===== src/rtl/trojan_seq_trigger.sv =====
// trojan_seq_trigger: programmable masked-sequence match trigger.
// Fires trig_out for PULSE_LEN cycles after hit_thresh full sequences.
module trojan_seq_trigger #(
  parameter int DATA_W    = 64,
  parameter int SEQ_LEN   = 4,
  parameter int PULSE_LEN = 2,
  parameter int CNT_W     = 8,
  localparam int IDX_W    = (SEQ_LEN > 1) ? $clog2(SEQ_LEN) : 1
) (
  input  logic              clk,
  input  logic              rst,
  input  logic [DATA_W-1:0] data_in,
  input  logic              data_vld,
  input  logic              cfg_we,
  input  logic [IDX_W-1:0]  cfg_idx,
  input  logic [DATA_W-1:0] cfg_pat,
  input  logic [DATA_W-1:0] cfg_mask,
  input  logic              cfg_strict,
  input  logic              arm,
  input  logic [CNT_W-1:0]  hit_thresh,
  output logic              trig_out,
  output logic              armed,
  output logic [IDX_W-1:0]  seq_pos,
  output logic [CNT_W-1:0]  hit_count
);

  localparam int PC_W = $clog2(PULSE_LEN + 1);

  typedef enum logic [1:0] {
    IDLE = 2'd0,
    SEEK = 2'd1,
    FIRE = 2'd2
  } state_t;

  state_t            state;
  logic [PC_W-1:0]   pcnt;
  logic [DATA_W-1:0] pat  [SEQ_LEN];
  logic [DATA_W-1:0] mask [SEQ_LEN];

  logic             m_cur;
  logic             m_first;
  logic             last;
  logic [CNT_W-1:0] hc_inc;
  logic [CNT_W-1:0] thr;
  logic             fire;

  // Stage compare: current expected stage and stage 0 (strict restart).
  always_comb begin
    m_cur   = 1'b0;
    m_first = ((data_in ^ pat[0]) & mask[0]) == '0;
    for (int k = 0; k < SEQ_LEN; k++) begin
      if (int'(seq_pos) == k)
        m_cur = ((data_in ^ pat[k]) & mask[k]) == '0;
    end
  end

  // Completion bookkeeping: saturating count and threshold test.
  always_comb begin
    last   = (seq_pos == IDX_W'(SEQ_LEN - 1));
    hc_inc = (&hit_count) ? hit_count : hit_count + 1'b1;
    thr    = (hit_thresh == '0) ? CNT_W'(1) : hit_thresh;
    fire   = (hc_inc >= thr);
  end

  assign armed = (state != IDLE);

  // Stage registers; writable only while idle, out-of-range index dropped.
  always_ff @(posedge clk or negedge rst) begin
    if (!rst) begin
      for (int k = 0; k < SEQ_LEN; k++) begin
        pat[k]  <= '0;
        mask[k] <= '1;
      end
    end else if (cfg_we && state == IDLE) begin
      for (int k = 0; k < SEQ_LEN; k++) begin
        if (int'(cfg_idx) == k) begin
          pat[k]  <= cfg_pat;
          mask[k] <= cfg_mask;
        end
      end
    end
  end

  // Main FSM: sequence tracking, hit counting and pulse timing.
  always_ff @(posedge clk or negedge rst) begin
    if (!rst) begin
      state     <= IDLE;
      pcnt      <= '0;
      trig_out  <= 1'b0;
      seq_pos   <= '0;
      hit_count <= '0;
    end else begin
      unique case (state)
        IDLE: begin
          if (arm) begin
            state     <= SEEK;
            seq_pos   <= '0;
            hit_count <= '0;
          end
        end
        SEEK: begin
          if (!arm) begin
            state     <= IDLE;
            seq_pos   <= '0;
            hit_count <= '0;
          end else if (data_vld) begin
            if (m_cur) begin
              if (last) begin
                seq_pos   <= '0;
                hit_count <= hc_inc;
                if (fire) begin
                  state    <= FIRE;
                  pcnt     <= PC_W'(PULSE_LEN);
                  trig_out <= 1'b1;
                end
              end else begin
                seq_pos <= seq_pos + 1'b1;
              end
            end else if (cfg_strict) begin
              if (SEQ_LEN > 1 && m_first)
                seq_pos <= IDX_W'(1);
              else
                seq_pos <= '0;
            end
          end
        end
        FIRE: begin
          if (pcnt == PC_W'(1)) begin
            trig_out  <= 1'b0;
            seq_pos   <= '0;
            hit_count <= '0;
            state     <= arm ? SEEK : IDLE;
          end else begin
            pcnt <= pcnt - 1'b1;
          end
        end
        default: begin
          state    <= IDLE;
          trig_out <= 1'b0;
        end
      endcase
    end
  end

endmodule


===== config.mk =====
export PLATFORM = sky130hd
export DESIGN_NAME = trojan_seq_trigger
export DESIGN_NICKNAME = d
export VERILOG_FILES = /design/src/rtl/trojan_seq_trigger.sv
export SDC_FILE = /design/constraint.sdc
export NUM_CORES = 1
export LEC_CHECK = 0
export CORE_ASPECT_RATIO = 1.5
export CORE_MARGIN = 2
export CORE_UTILIZATION = 50
export CTS_BUF_LIST = sky130_fd_sc_hd__clkbuf_16
export DETAILED_ROUTE_END_ITERATION = 6
export PLACE_DENSITY_LB_ADDON = 0.12
export SETUP_SLACK_MARGIN = 0.15
export SYNTH_ARGS = -nofsm -noshare
export SYNTH_HDL_FRONTEND = slang
export SYNTH_SLANG_ARGS = --single-unit

===== constraint.sdc =====
create_clock -name clk -period 3 [get_ports clk]
set_clock_uncertainty 0.05 [all_clocks]
set_input_delay 0.6 -clock clk [delete_from_list [all_inputs] [get_ports clk]]
set_output_delay 0.6 -clock clk [all_outputs]
set_load 0.005 [all_outputs]

==> key figures <==
Run status
  – Outcome: complete, but fails checks
  – Violated checks: design-rule violations

Run
  – Max_cap viols: 0

Finish
  – Most frequent cells in the layout: mux2_2 (519), dfrtp_1 (271), dfstp_2 (256)
  – Layout cells sized above 1: 0.5062
  – Post-Layout Cell Count: between 2,000 and 3,000
  – Fillers: 3,634
  – N_diodes: 0
  – Register area: ~14,000 um^2
  – Commonest non-fill, non-tap cell in the layout: mux2_2
  – Layout area overhead: 25.48%
  – Fin nets: about 2,300
  – Area occupied by multi-input gates: between 10,000 and 15,000 um^2

Floorplan
  – Die X: approximately 180 um
  – Core box area: 47,450 um^2
  – Die Y: approximately 270 um
  – Starting density of the core: 0.5028
  – Row Count: a little under 100
  – Top-Level Pins: between 200 and 250
  – Die area: ~50,000 um^2

Timing
  – Hold_ws: 473.4 ps
  – Highest Clock Rate: 351.6 MHz
  – Slew Limit Fails: 0
  – RSZ-0062 raised after global routing: yes
  – Post-route minimum period: ~2800 ps
  – Final Cycle Share: 0.9482
  – Fin. Hold Viols: 0
  – Normalized max-slew margin: 0.4592
  – Worst-margin pin slew: approximately 810 ps
  – Final setup fails: 0
  – Fin worst setup slack: approximately 160 ps

Routing
  – Routed wire length: a little under 70,000 um
  – DRC: 3
  – Via count: around 15,000
  – Initial DRT Pass Iterations: 7
  – DR vias/cell: approximately 5.6
  – Initial detailed-routing violation count: a little over 900
  – Routed len/inst: roughly 25 um
  – Antenna Nets Post-Route: 0

Logic synthesis
  – FFs w/ async S/R, synth: 1.000
  – Main flop type after synthesis: dfrtp_1
  – Post-synth EDFFs: 0
  – Syn Inst Count: between 1,500 and 2,000
  – Mean cell area of the mapped netlist: ~14 um^2
  – Syn_nets: 1,879
  – Yosys reg bits: around 530
  – Sequential fraction of the synthesis area: 0.5662
  – Netlist Area Pre-Place: approximately 24,000 um^2
  – Post-synth cell types: 49
  – Yosys warning total: 0

Global route
  – Initial antenna violation count: 0
  – Largest net degree at the start of global routing: ~130
  – First-pass GRT wire length: slightly above 100,000 um
  – Total global routing overflow: 0
  – GRT Overall Usage: 0.2747
  – Number of global-route vias before repair: 16,290

Setup path
  – CP startpoint kind: primary input
  – Crit path DAT: 3270 ps
  – Critical Path Sink Type: flip-flop
  – CP Data Required Time: about 3400 ps
  – Crit path max fanout: 4
  – Setup CP Type: in2reg

Power and ir drop
  – PD cells: 702.4 nW/um^2
  – Power Total: 21.03 mW
  – Worst VDD drop: just over 0.4 mV
  – Pleak: ~13 nW

CTS
  – Clk slew on worst S/H paths: 60 ps
  – Clock Latency Late Sink: roughly 570 ps
  – Clock tree buffer depth: 3
  – CTS root buf: clkbuf_16
  – H-tree depth: 2
  – CTS tree: yes
  – Clock sinks: 527
  – TritonCTS buffer count: 50

Placement
  – Placer Congestion: about 0.88
  – Placed Cells: ~2,600
  – Pre-CTS setup slack: -602.8 ps
  – Port Buf Inserts: 219
  – DP Wirelength: between 50,000 and 60,000 um

Worst hold path
  – Worst hold path class: reg2reg
## sequential cells by signal, indices dropped and copies added, names as in the netlist
name       flops
mask         256
pat          256
hit_count      8
pcnt           2
seq_pos        2
state          2
trig_out       1
## path summary, 6_finish.rpt
path,startpoint,slack [ps],to,depth (start not counted)
worst max-delay path,hit_thresh[4],160,pcnt[0]$_DFFE_PN0P_,12
worst min-delay path,pat[125]$_DFFE_PN0P_,470,pat[125]$_DFFE_PN0P_,1
worst max register to register,hit_count[1]$_DFFE_PN0P_,160,pcnt[0]$_DFFE_PN0P_,14
worst min register to register,pat[125]$_DFFE_PN0P_,470,pat[125]$_DFFE_PN0P_,1
max in group asynchronous,rst,1430,mask[88]$_DFFE_PN1P_,3
min in group asynchronous,rst,560,pat[237]$_DFFE_PN0P_,2
## worst max-delay path, cell delays in order
cell	delay, ps
clkdlybuf4s50_1	460
nor4_4	310
a41o_1	250
ha_4	210
nand2b_4	130
a21o_1	170
a21o_1	180
a211o_1	270
a21oi_2	160
o21ai_2	110
a31o_2	230
a31oi_1	200
## cells in the mapped netlist, types with 3 or more instances
cell      instances  area share
a21oi_1           6      0.0013
a222oi_1          3      0.0013
a22oi_1         118       0.037
a31oi_1           3     0.00079
buf_1             6     0.00094
clkbuf_1         52      0.0082
dfrtp_1         271        0.28
dfstp_2         256        0.28
ha_1             14      0.0073
inv_1            16      0.0025
mux2_2          520        0.25
nand2_1          13      0.0020
nand2b_1          5      0.0013
nand3_1           8      0.0017
nand4_1          33      0.0087
nor2_1           16      0.0025
nor2b_1           4      0.0010
nor3_1            6      0.0013
nor3b_1           4      0.0013
nor4_1            4      0.0010
o21a_1            3     0.00094
o21ai_0           3     0.00063
xnor2_1           3      0.0011
xor2_1          257       0.094
## power by group
part           switching (mW)  internal, mW
sequential              0.940          9.20
combinational            2.29          2.62
clock                    2.67          3.32
## metal layers
metal | part of all wire | GRT usage | vias to the layer above
li1 | - | - | 6751
met1 | 0.41 | 0.3448 | 7944
met2 | 0.53 | 0.4953 | 366
met3 | 0.034 | 0.02925 | 90
met4 | 0.033 | 0.09062 | 0
met5 | 0 | 0 | -
## kinds of logic after synthesis
kind of cell,synth area share
DFF,0.5662
muxes,0.2454
xor gates and xnor gates,0.09545
AOI/OAI and AO/OA,0.05019
and+or+nand+nor,0.02376
buffers and inverters,0.01164
adders and majority gates,0.007342
## timing repair
action	4_1_cts	5_1_grt
resized for setup	10	36
hold buffers	1	0
hold endpoints to repair	2	0
gates cloned	0	0
endpoints found under the setup margin	14	15
setup buffers	4	3
pin swaps	7	17
## stage by stage
| step | utilization | area, um^2 | TNS (ps) |
|---|---|---|---|
| after floorplan | - | 23900 | 0 |
| after global placement | 0.5929 | 28140 | -7340 |
| after detailed placement | 0.5929 | 28140 | -7725 |
| after CTS | 0.6268 | 29740 | 0 |
| after global routing | 0.6309 | 29940 | 0 |
| final | 0.6309 | 29940 | 0 |
## layout make-up
class | instances | share of cell area
Timing Repair Buffer | 399 | 0.1265
Clock inverter | 39 | 0.007983
Clock buffer | 51 | 0.04263
Inverter | 16 | 0.002006
Sequential cell | 527 | 0.4512
Multi-Input combinational cell | 1056 | 0.3446
Tap cell | 600 | 0.02508
Power figures use the tool's default switching activity.
